**config.mk**
```make
export PLATFORM = sky130hd
export DESIGN_NAME = gripper_sequencer_flat
export DESIGN_NICKNAME = d
export VERILOG_FILES = /design/src/rtl/gripper_pkg.sv /design/src/rtl/gripper_sequencer_if.sv /design/src/rtl/servo_pwm_frame.sv /design/src/rtl/gripper_sequencer.sv /design/src/flat_wrapper.sv
export SDC_FILE = /design/constraint.sdc
export NUM_CORES = 1
export LEC_CHECK = 0
export ABC_AREA = 1
export CAP_MARGIN = 20
export CORE_MARGIN = 2
export CORE_UTILIZATION = 55
export DETAILED_ROUTE_END_ITERATION = 6
export PLACE_DENSITY_LB_ADDON = 0.05
export SYNTH_ARGS = -nofsm -noshare
export SYNTH_HDL_FRONTEND = slang
export SYNTH_SLANG_ARGS = --single-unit
```
**constraint.sdc**
```tcl
create_clock -name clk -period 6.5 [get_ports clk]
set_input_delay 0.65 -clock clk [delete_from_list [all_inputs] [get_ports clk]]
set_output_delay 0.65 -clock clk [all_outputs]
set_load 0.01 [all_outputs]
```
**src/rtl/gripper_pkg.sv**
```systemverilog
// Shared encodings for the gripper servo sequencer: command opcodes and FSM states.
package gripper_pkg;

   typedef enum logic [1:0] {
      OP_NOP     = 2'd0,
      OP_GRAB    = 2'd1,
      OP_RELEASE = 2'd2,
      OP_HOME    = 2'd3
   } op_e;

   typedef enum logic [1:0] {
      ST_IDLE,
      ST_WAIT_IDLE,
      ST_RAMP,
      ST_SETTLE
   } state_e;

endpackage

```
**src/rtl/gripper_sequencer_if.sv**
```systemverilog
// Command handshake between the top-level command FSM and the gripper sequencer.
interface gripper_sequencer_if
   import gripper_pkg::*;
   ();

   logic cmd_valid;
   logic cmd_ready;
   op_e  cmd_op;

   modport master (output cmd_valid, output cmd_op, input cmd_ready);
   modport slave  (input cmd_valid, input cmd_op, output cmd_ready);

endinterface

```
**src/rtl/servo_pwm_frame.sv**
```systemverilog
// Free-running PWM frame counter with a registered width comparator for the servo pin.
module servo_pwm_frame #(
   parameter int unsigned FRAME_CYC = 1_000_000,
   parameter int unsigned W         = 20
) (
   input  logic         clk,
   input  logic         rst_n,
   input  logic [W-1:0] cur_w,
   output logic         frame_tick,
   output logic         pwm_out
);

   logic [W-1:0] frame_cnt;

   assign frame_tick = (frame_cnt == W'(FRAME_CYC - 1));

   always_ff @(posedge clk) begin
      if (!rst_n) begin
         frame_cnt <= '0;
         pwm_out   <= 1'b0;
      end else begin
         frame_cnt <= frame_tick ? '0 : frame_cnt + 1'b1;
         pwm_out   <= (frame_cnt < cur_w);
      end
   end

endmodule

```
**src/rtl/gripper_sequencer.sv**
```systemverilog
// Gripper servo sequencer: accepts GRAB/RELEASE/HOME, slews the pulse width one
// bounded step per PWM frame, settles for a number of frames and then reports done.
module gripper_sequencer
   import gripper_pkg::*;
#(
   parameter int unsigned FRAME_CYC     = 1_000_000,
   parameter int unsigned OPEN_W        = 25_000,
   parameter int unsigned CLOSED_W      = 75_000,
   parameter int unsigned HOME_W        = 50_000,
   parameter int unsigned STEP_W        = 2_500,
   parameter int unsigned SETTLE_FRAMES = 10,
   parameter int unsigned W             = 20
) (
   input  logic                clk,
   input  logic                rst_n,
   gripper_sequencer_if.slave  cmd,
   input  logic                robot_idle,
   output logic                pwm_out,
   output logic [W-1:0]        cur_w,
   output logic                busy,
   output logic                done,
   output logic                gripped
);

   localparam int unsigned SC_W = $clog2(SETTLE_FRAMES + 2);
   localparam logic [W-1:0] OPEN_V   = W'(OPEN_W);
   localparam logic [W-1:0] CLOSED_V = W'(CLOSED_W);
   localparam logic [W-1:0] HOME_V   = W'(HOME_W);
   localparam logic [W:0]   STEP_X   = (W+1)'(STEP_W);
   localparam logic [SC_W-1:0] SETTLE_V = SC_W'(SETTLE_FRAMES);

   state_e          state, state_nx;
   logic [W-1:0]    cur_nx, target, target_nx, req_w;
   logic [SC_W-1:0] settle_cnt, settle_nx;
   logic            nop_done, nop_done_nx;
   logic            settle_exit;
   logic            frame_tick;
   logic [W:0]      cur_x, tgt_x, diff, stepped;
   logic            up;

   servo_pwm_frame #(
      .FRAME_CYC (FRAME_CYC),
      .W         (W)
   ) u_pwm (
      .clk        (clk),
      .rst_n      (rst_n),
      .cur_w      (cur_w),
      .frame_tick (frame_tick),
      .pwm_out    (pwm_out)
   );

   // Step arithmetic in W+1 bits; the subtract branch only runs when cur_w exceeds target by more than a step.
   always_comb begin
      cur_x   = {1'b0, cur_w};
      tgt_x   = {1'b0, target};
      up      = (tgt_x > cur_x);
      diff    = up ? (tgt_x - cur_x) : (cur_x - tgt_x);
      stepped = tgt_x;
      if (diff > STEP_X) begin
         stepped = up ? (cur_x + STEP_X) : (cur_x - STEP_X);
      end
   end

   always_comb begin
      req_w = cur_w;
      case (cmd.cmd_op)
         OP_GRAB:    req_w = CLOSED_V;
         OP_RELEASE: req_w = OPEN_V;
         OP_HOME:    req_w = HOME_V;
         default:    req_w = cur_w;
      endcase
   end

   always_comb begin
      state_nx    = state;
      cur_nx      = cur_w;
      target_nx   = target;
      settle_nx   = settle_cnt;
      nop_done_nx = 1'b0;
      settle_exit = 1'b0;
      case (state)
         ST_IDLE: begin
            if (cmd.cmd_valid) begin
               if (cmd.cmd_op == OP_NOP) begin
                  nop_done_nx = 1'b1;
               end else begin
                  target_nx = req_w;
                  settle_nx = '0;
                  if (cmd.cmd_op == OP_RELEASE && !robot_idle) begin
                     state_nx = ST_WAIT_IDLE;
                  end else if (req_w == cur_w) begin
                     state_nx = ST_SETTLE;
                  end else begin
                     state_nx = ST_RAMP;
                  end
               end
            end
         end
         ST_WAIT_IDLE: begin
            if (robot_idle) begin
               state_nx = (target == cur_w) ? ST_SETTLE : ST_RAMP;
            end
         end
         ST_RAMP: begin
            if (frame_tick) begin
               cur_nx = stepped[W-1:0];
               if (stepped == tgt_x) begin
                  state_nx  = ST_SETTLE;
                  settle_nx = '0;
               end
            end
         end
         ST_SETTLE: begin
            if (settle_cnt == SETTLE_V) begin
               state_nx    = ST_IDLE;
               settle_nx   = '0;
               settle_exit = 1'b1;
            end else if (frame_tick) begin
               settle_nx = settle_cnt + 1'b1;
            end
         end
         default: state_nx = ST_IDLE;
      endcase
   end

   always_ff @(posedge clk) begin
      if (!rst_n) begin
         state      <= ST_IDLE;
         cur_w      <= OPEN_V;
         target     <= OPEN_V;
         settle_cnt <= '0;
         nop_done   <= 1'b0;
      end else begin
         state      <= state_nx;
         cur_w      <= cur_nx;
         target     <= target_nx;
         settle_cnt <= settle_nx;
         nop_done   <= nop_done_nx;
      end
   end

   assign cmd.cmd_ready = (state == ST_IDLE);
   assign busy          = (state != ST_IDLE);
   assign done          = nop_done | settle_exit;
   assign gripped       = (state == ST_IDLE) && (cur_w == CLOSED_V);

endmodule

```
**src/flat_wrapper.sv**
```systemverilog
// flat-port wrapper written by rule: the top's interface ports become plain ports
module gripper_sequencer_flat import gripper_pkg::*;
#(
   parameter int unsigned FRAME_CYC     = 1_000_000,
   parameter int unsigned OPEN_W        = 25_000,
   parameter int unsigned CLOSED_W      = 75_000,
   parameter int unsigned HOME_W        = 50_000,
   parameter int unsigned STEP_W        = 2_500,
   parameter int unsigned SETTLE_FRAMES = 10,
   parameter int unsigned W             = 20
)
  (clk, rst_n, robot_idle, pwm_out, cur_w, busy, done, gripped, cmd_cmd_valid, cmd_cmd_op, cmd_cmd_ready);
  gripper_sequencer_if cmd_i ();
  input  logic clk;
  input  logic rst_n;
  input  logic robot_idle;
  output logic pwm_out;
  output logic [W-1:0] cur_w;
  output logic busy;
  output logic done;
  output logic gripped;
  input wire logic [$bits(cmd_i.cmd_valid)-1:0] cmd_cmd_valid;
  input wire logic [$bits(cmd_i.cmd_op)-1:0] cmd_cmd_op;
  output wire logic [$bits(cmd_i.cmd_ready)-1:0] cmd_cmd_ready;
  assign cmd_i.cmd_valid = cmd_cmd_valid;
  assign cmd_i.cmd_op = cmd_cmd_op;
  assign cmd_cmd_ready = cmd_i.cmd_ready;
  gripper_sequencer #(.FRAME_CYC(FRAME_CYC), .OPEN_W(OPEN_W), .CLOSED_W(CLOSED_W), .HOME_W(HOME_W), .STEP_W(STEP_W), .SETTLE_FRAMES(SETTLE_FRAMES), .W(W)) u_core (.clk(clk), .rst_n(rst_n), .cmd(cmd_i), .robot_idle(robot_idle), .pwm_out(pwm_out), .cur_w(cur_w), .busy(busy), .done(done), .gripped(gripped));
endmodule
```
==> run metrics <==
Core Util, Final roughly 62%; Critical-path top delay cell dfxtp_1; Yosys cell types 47; Compound-Gate Fraction of Synth Area a little over an eighth; RSZ-0062 raised after global routing no; drt drc 0; synthesized area just under 8000 sq um; outcome finished clean; post-synthesis area per instance approximately 5.9 sq um; share of layout cells above drive strength 1 under 10%; # rows between 40 and 50; CTS Buffer Depth 2; Final Wtd Congestion 0.996; top cell type by total area after synthesis nand2_1; most numerous cell in the Yosys netlist nand2_1; area delta synth->final 9.71%; CP Capture Type flop; Syn Inst Count around 1300; count of clock tree sinks just under 70; Worst R2R Start u_core.cur_w[2]$_SDFFE_PN0P_; Primary FF master, synth dfxtp_1; largest net degree at the start of global routing 37; H-tree depth 3; vias in the first global route a little under 8000; Core Area between 10000 and 15000 sq um; syn_nets 1421; Multi-input gate area 5550 sq um; I/O pins 31; xor/xnor share of the synthesized area 3.67%; clk_skew 7.04 ps; Post-synth EDFFs 0; Final Critical Period between 5000 and 6000 ps; mux share of post-synthesis cell area 0%; drt initial violations 724; reg2reg path depth 34; Initial Util between 50% and 60%; clock root buffer clkbuf_16; CTS Buf Count 9; largest family of logic cells by synthesized area simple AND/OR/NAND/NOR gates; setup bufs post-CTS 0; CTS resizes 0; crit-path most repeated cell nand2_1; Req. time, crit path between 6000 and 7000 ps; fmax roughly 180 MHz; first-pass GRT wire length 40300 um; setup TNS 0 ps; hold depth 1; hold_buf cts 0; Routed Antenna Nets 0; fin crit share a little over four fifths; DRT Wirelength between 20000 and 30000 um; Reg area approximately 1400 sq um; initial antenna violation count 0; Synth top cells by count nand2_1 (408), inv_1 (216), nor2_1 (95); fin nets roughly 1400; post-synth top area share roughly 19%; Synth Area in Adders between 10 and 15%; total number of vias 8542; Total Routing Usage GR a little over a third; Worst EP arrival between 5000 and 6000 ps; CTS tree built; Synth Warn # 0; CP peak stage delay roughly 590 ps; Synth Register Bits between 60 and 70; ranking of synthesized cells by area nand2_1 (19%), dfxtp_1 (17%), ha_1 (14%); Leak Pwr roughly 0.0046 uW; # setup viols final 0; sequential-to-total area share from yosys stat roughly 17%; Die X 124 um; kind of critical path reg2reg; Worst-Skew Late Latency around 340 ps; per-cell routed wire length 16.8 um; Worst Hold Class reg2reg; antenna diode count 0; worst-margin pin slew around 910 ps; ys async rst share 0%; PortBufs 30; via/cell ratio roughly 5.6; final hold vios 0; gr ovfl total 0; Max IR drop VDD about 0.25 mV; Max Slew Vio Count 0; reported max-cap violation count 0; Filler cells around 1400; Post-Synth Simple-Gate Area about two fifths; Initial DRT Pass Iterations 6; P per Cell Area roughly 450 nW/um^2; HP Start u_core.u_pwm.frame_cnt[0]$_SDFF_PP0_; crit path from u_core.cur_w[2]$_SDFFE_PN0P_; headroom to the max-slew limit ~40%; die area 15300 sq um; hold_ws ~480 ps; dpl hpwl about 21000 um; CP Max Fanout 36; Clock transition at path regs roughly 60 ps; Die Y roughly 120 um; Worst setup SP type flop
## cells in the final DEF, fill, tap and decap left out, types with 3 or more instances in the layout
cell	Yosys	routed
inv_1	216	216
nor2_4	5	5
xor2_1	25	25
nor3b_1	5	5
o21ai_0	56	56
buf_4	2	6
o211ai_1	7	7
nor4_1	12	12
nand2_4	3	3
clkbuf_16	0	9
nand2_2	8	8
nand2_1	408	408
clkdlybuf4s50_1	0	30
ha_1	87	87
nand3_2	4	4
a21o_1	3	3
nand3_1	91	91
o22ai_1	4	4
a211oi_1	5	5
o21bai_1	4	4
dfxtp_1	68	68
nor2_1	95	95
nand4_1	45	45
xnor2_1	8	8
a21oi_1	86	86
nor3_1	26	24
inv_2	6	6
## cell families (layout without fill, tap and decap cells)
group           count (synthesis)  after routing
flops                          68             68
compound gates                184            184
simple gates                  708            708
xor+xnor                       33             33
fa+ha+maj                      88             88
buf+inv                       246            274
## area by class of cell
class / instances / area share [%]
clock inverters: 6 / 1.04
inverters: 223 / 9.69
flip-flops and latches: 68 / 15.8
multi-input cells: 1013 / 64.3
clock buffers: 9 / 2.61
repair buffers: 36 / 4.00
well taps: 180 / 2.61
## per-stage QoR
step                area [sq um]  power (uW)  cells  setup slack, ps
floorplan                   7870        2680   1327             2320
global placement            8320        3280   1520             1170
detailed placement          8320        3280   1520             1190
CTS                         8640        3810   1535             1160
global route                8640        4260   1535              446
finish                      8640        3860   1535             1050
## power breakdown
part / switching (uW) / internal (uW) / total (uW)
sequential: 31.9 / 448 / 480
combinational: 1910 / 949 / 2860
clock: 193 / 334 / 527
total: 2130 / 1730 / 3860
## routing by layer
layer,global-route usage [%],share of wire [%],up-vias
li1,-,-,4359
met2,60.0,47,293
met5,0,0,-
met1,42.7,43,3813
met3,3.66,4.7,77
met4,18.3,4.9,0
## flip-flops by register name (all words and copies together), names as in the netlist
signal / flops
u_core.cur_w: 20
u_core.nop_done: 1
u_core.settle_cnt: 4
u_core.state: 2
u_core.target: 20
u_core.u_pwm.frame_cnt: 20
u_core.u_pwm.pwm_out: 1
## worst max-delay path, delay by kind of cell (launching register included)
family | cells | cell delay [ps]
buf+inv | 5 | 550
compound gates | 2 | 510
fa+ha+maj | 2 | 990
simple gates | 25 | 2730
flops | 1 | 590
## path summary, 6_finish.rpt
kind	endpoint	slack (ps)
setup / recovery	u_core.settle_cnt[2]$_SDFFE_PN0P_	1050
hold / removal	u_core.u_pwm.frame_cnt[0]$_SDFF_PP0_	480
setup reg to reg	u_core.settle_cnt[2]$_SDFFE_PN0P_	1050
hold reg to reg	u_core.u_pwm.frame_cnt[0]$_SDFF_PP0_	480
Note: power is estimated with default switching activity, not from simulation.
